--- src/rtl/jzjpcc_fetch_stage.sv ---
// rtl/jzjpcc_fetch_stage.sv - RV32 instruction fetch stage: PC, SRAM addressing, 2-entry output buffer
module jzjpcc_fetch_stage #(
    parameter logic [31:0] RESET_PC         = 32'h0000_0000,
    parameter int          INSTR_ADDR_WIDTH = 14
) (
    input  logic                        clock,
    input  logic                        not_reset,
    output logic [INSTR_ADDR_WIDTH-1:0] imem_address,
    input  logic [31:0]                 imem_read_data,
    input  logic                        redirect_valid,
    input  logic [31:0]                 redirect_pc,
    output logic                        out_valid,
    input  logic                        out_ready,
    output logic [31:0]                 out_instruction,
    output logic [31:0]                 out_pc
);

    // Fetch state: next PC to issue and the word currently being read by the SRAM
    logic [31:0] pc;
    logic        inflight;
    logic [31:0] inflight_pc;

    // Output buffer: two {instruction, pc} entries with wrap-around pointers
    logic [31:0] fifo_instr [2];
    logic [31:0] fifo_pc    [2];
    logic        head;
    logic        tail;
    logic [1:0]  count;

    logic [31:0] redirect_addr;
    logic [31:0] issue_addr;
    logic        pop;
    logic        capture;
    logic        issue;
    logic [2:0]  occupancy;

    // Low address bits of a redirect are ignored; the masked value is what gets issued and tracked
    assign redirect_addr = redirect_pc & 32'hFFFF_FFFC;
    assign issue_addr    = redirect_valid ? redirect_addr : pc;
    assign imem_address  = issue_addr[INSTR_ADDR_WIDTH+1:2];

    assign out_valid = (count != 2'd0);
    assign pop       = out_valid & out_ready & ~redirect_valid;
    assign capture   = inflight & ~redirect_valid;

    // Slots already claimed after this edge's pop; issuing only when a slot is free keeps the buffer from overflowing
    assign occupancy = {1'b0, count} + {2'b00, inflight} - {2'b00, pop};
    assign issue     = redirect_valid | (occupancy < 3'd2);

    assign out_instruction = out_valid ? fifo_instr[head] : 32'h0000_0000;
    assign out_pc          = out_valid ? fifo_pc[head]    : 32'h0000_0000;

    // Issue, capture and pop bookkeeping; a redirect flushes the buffer and the inflight word
    always_ff @(posedge clock or negedge not_reset) begin
        if (!not_reset) begin
            pc          <= RESET_PC;
            inflight    <= 1'b0;
            inflight_pc <= 32'h0000_0000;
            head        <= 1'b0;
            tail        <= 1'b0;
            count       <= 2'd0;
            for (int i = 0; i < 2; i++) begin
                fifo_instr[i] <= 32'h0000_0000;
                fifo_pc[i]    <= 32'h0000_0000;
            end
        end else begin
            if (issue) begin
                inflight    <= 1'b1;
                inflight_pc <= issue_addr;
                pc          <= issue_addr + 32'd4;
            end else begin
                inflight    <= 1'b0;
            end

            if (redirect_valid) begin
                head  <= 1'b0;
                tail  <= 1'b0;
                count <= 2'd0;
            end else begin
                if (capture) begin
                    fifo_instr[tail] <= imem_read_data;
                    fifo_pc[tail]    <= inflight_pc;
                    tail             <= ~tail;
                end
                if (pop) begin
                    head <= ~head;
                end
                count <= count + {1'b0, capture} - {1'b0, pop};
            end
        end
    end

endmodule

--- config.mk ---
export PLATFORM = sky130hd
export DESIGN_NAME = jzjpcc_fetch_stage
export DESIGN_NICKNAME = d
export VERILOG_FILES = /design/src/rtl/jzjpcc_fetch_stage.sv
export SDC_FILE = /design/constraint.sdc
export NUM_CORES = 1
export LEC_CHECK = 0
export ABC_AREA = 1
export CAP_MARGIN = 20
export CORE_MARGIN = 5
export CORE_UTILIZATION = 35
export DETAILED_ROUTE_END_ITERATION = 16
export PLACE_DENSITY_LB_ADDON = 0.3
export SKIP_LAST_GASP = 1
export SLEW_MARGIN = 0
export SYNTH_ARGS = -nofsm -noshare
export SYNTH_HDL_FRONTEND = slang
export SYNTH_SLANG_ARGS = --single-unit
--- constraint.sdc ---
create_clock -name clock -period 2.39 [get_ports clock]
set_input_delay 0.478 -clock clock [delete_from_list [all_inputs] [get_ports clock]]
set_output_delay 0.478 -clock clock [all_outputs]
set_load 0.03 [all_outputs]
==> summary.txt <==
Status: complete, no violations
Post-synth EDFFs: 0
Total CTS buffers: 17
Post-synthesis cell area: 9480 sq um
Met3 WL post-DR: 1200 microns
Antenna fix cells: 0
Final min period: 2310 ps
Input/output buffers: 142
Cell area after layout: 12500 sq um
Setup CP Type: input port to flop
WP data arrival: 2620 ps
Reg power frac: 0.334
Cell type with the highest aggregate area in the netlist: dfrtp_1
DP Wirelength: 17000 microns
Top Metal Used: met4
TritonCTS clock tree: done
Hold/Removal Path Class: input port to asynchronous set/reset pin
Vias in the first global route: 7874
Initial DRC Count: 749
FFs w/ async S/R, synth: 1.00
DRC Markers: 0
Worst-skew pair later-pin latency: 430 ps
DP Area: 11600 sq um
Worst R2R End: pc[14]
Total Nets Final: 1465
Pin count of the biggest net entering global routing: 85
Sw frac: 0.411
Worst Hold Margin: 14.9 ps
CP Capture Type: flop
Worst r2r path cells: 14
CP startpoint kind: input port
Area Overhead vs Synth: 31.8%
Count leader, synth: nand2_1
Rows: 60
Worst path max stage delay: 540 ps
Critical R2R Launch: count[0]
Setup tns final: 0 ps
Max-cap viol count: 0
Switch Pwr: 6.70 mW
Final worst setup slack: 76.3 ps
Setup violators final: 0
Effective utilization at floorplan: 0.354
Max transition margin: 0.629
Cells after Synth: 1232
Detail Route Antenna Nets: 0
Post-Place Cells: 1700
Wl on met1: 12100 microns
Finished Core Util: 0.467
Worst VDD drop: 0.000471 V
Ranking of synthesized cells by area: dfrtp_1 50%, nand2_1 18%, o21ai_0 7.3%
Power Internal: 9.61 mW
Slew @ Worst Pin: 556 ps
First-pass iteration count of the detailed router: 5
Final Power: 16.3 mW
R2r setup slk: 100 ps
Fraction of layout cells with a size suffix above 1: 0.194
Core area: 26800 sq um
Synth warn: 0
Yosys reg bits: 189
Worst-path cell chain: clkdlybuf4s50_1, nand2_4, o21ai_1, nand3_2, fa_2, nand3_2, nand2_4, inv_4, buf_12, buf_4, nand2_1, o211ai_1
Die span in y: 175 microns
Static leakage: 6.01 nW
Met2 wire len: 11700 microns
Total number of vias: 8220
CTS H-Tree Depth: 4
Post-CTS Hold Fix Bufs: 0
Max Clock Freq: 432 MHz
Initial antenna violation count: 0
Clk buf depth: 2
Setup Skew: 9.62 ps
Die ar.: 30500 sq um
Post-synth cell types: 34
RSZ-0062 raised after global routing: true
Logic pwr share: 0.486
Share of the synthesized area in the top cell type: 0.499
Top cell family by delay on the critical path: buffers and inverters
Ports: 147
Post-synthesis area per instance: 7.70 sq um
Grt total ovfl: 0
Gr usage total: 0.162
Post-synth top cells: 446 x nand2_1, 189 x dfrtp_1, 138 x o21ai_0
Req. time, crit path: 2700 ps
Clock transition at path regs: 80 ps
Gpl congestion: 0.850
PwrDens: 1300 nW/um^2
Final Hold Viols: 0
Dominant synthesized flop cell: dfrtp_1
Post-DR vias/cell: 4.70
Seq/Total Area, Yosys: 0.499
Final Max Tran Viols: 0
Slowest cell on crit path: fa_2
Place WS: -450 ps
Die width: 175 microns
DRT Wirelength: 25300 microns
Finished Layout Cells: 1748
Crit path buffers/inverters: 4
Worst-path maximum fanout: 11
DR WL/cell: 14.5 microns
Clk Tree Root Cell: clkbuf_16
Final Cycle Share: 0.968
First-pass GRT wire length: 40900 microns
Clock sink count: 189
Clock network power share: 0.180
-- flip-flops by register name, indices dropped and copies added, names as in the netlist --
signal,cells
count,2
inflight_pc,30
inflight,1
pc,30
fifo_instr,64
fifo_pc,60
head,1
tail,1
-- how the worst max path moves through the flow --
stage	startpoint	end	slack, ps	cells past startpoint
floorplan	redirect_valid	pc[11]	6	12
detailed placement	out_ready	pc[6]	-450	13
global route	count[0]	pc[26]	-60	15
global placement	out_ready	pc[14]	-370	13
finish	out_ready	pc[14]	80	12
CTS	count[1]	pc[6]	-2	16
-- per-layer routing --
metal  global-route usage  vias to the layer above
li1                     -                     4179
met3               0.0327                       26
met1                0.232                     3822
met2                0.255                      193
met5                    0                        -
met4               0.0380                        0
-- power groups by stage --
stage	clock [mW]	sequential (mW)	combinational [mW]
final	2.94	5.45	7.92
after floorplan	0	5.32	4.60
after CTS	3.02	5.44	7.45
after global routing	3.16	5.63	8.75
after detailed placement	0	5.49	7.30
after global placement	0	5.45	7.18
-- cell usage in the layout, fill, tap and decap left out, types with 4 or more instances in the layout --
| cell type | Yosys | final |
|---|---|---|
| nor2_2 | 15 | 20 |
| nand2_1 | 446 | 440 |
| inv_2 | 4 | 4 |
| buf_12 | 1 | 35 |
| a21oi_1 | 70 | 69 |
| buf_4 | 17 | 115 |
| inv_1 | 106 | 104 |
| clkbuf_16 | 0 | 21 |
| nor2_1 | 48 | 42 |
| dfrtp_1 | 189 | 188 |
| o21bai_1 | 4 | 4 |
| nor2_4 | 5 | 6 |
| clkdlybuf4s50_1 | 0 | 65 |
| nand3_1 | 45 | 43 |
| nand2_4 | 3 | 6 |
| clkinv_4 | 0 | 4 |
| o21ai_1 | 20 | 22 |
| o21ai_0 | 138 | 136 |
| o211ai_1 | 6 | 6 |
| nand2_2 | 29 | 32 |
| nand4_1 | 7 | 7 |
-- cells by family after synthesis --
| logic type | count (synthesis) | share of synthesized area |
|---|---|---|
| DFF | 189 | 0.499 |
| other | 1 | 0.000395 |
| adders and majority gates | 3 | 0.00475 |
| buffers and inverters | 194 | 0.0979 |
| AOI/OAI and AO/OA | 242 | 0.132 |
| xor gates and xnor gates | 2 | 0.00185 |
| and+or+nand+nor | 601 | 0.265 |
-- final cells by class --
type	count	area (sq um)
timing repair buffer	225	2400
multi-input combinational	850	3900
sequential	189	4730
tap	341	427
clock inverter	14	178
inverter	111	427
clock buffer	18	439
fill	2623	14300
-- repair_timing --
action                                  4_1_cts  5_1_grt
cloned                                        1        4
endpoints found under the setup margin       62       70
setup buffers                                 0       11
resized for setup                             4       23
pin swaps                                     0        6
Power figures use the tool's default switching activity.
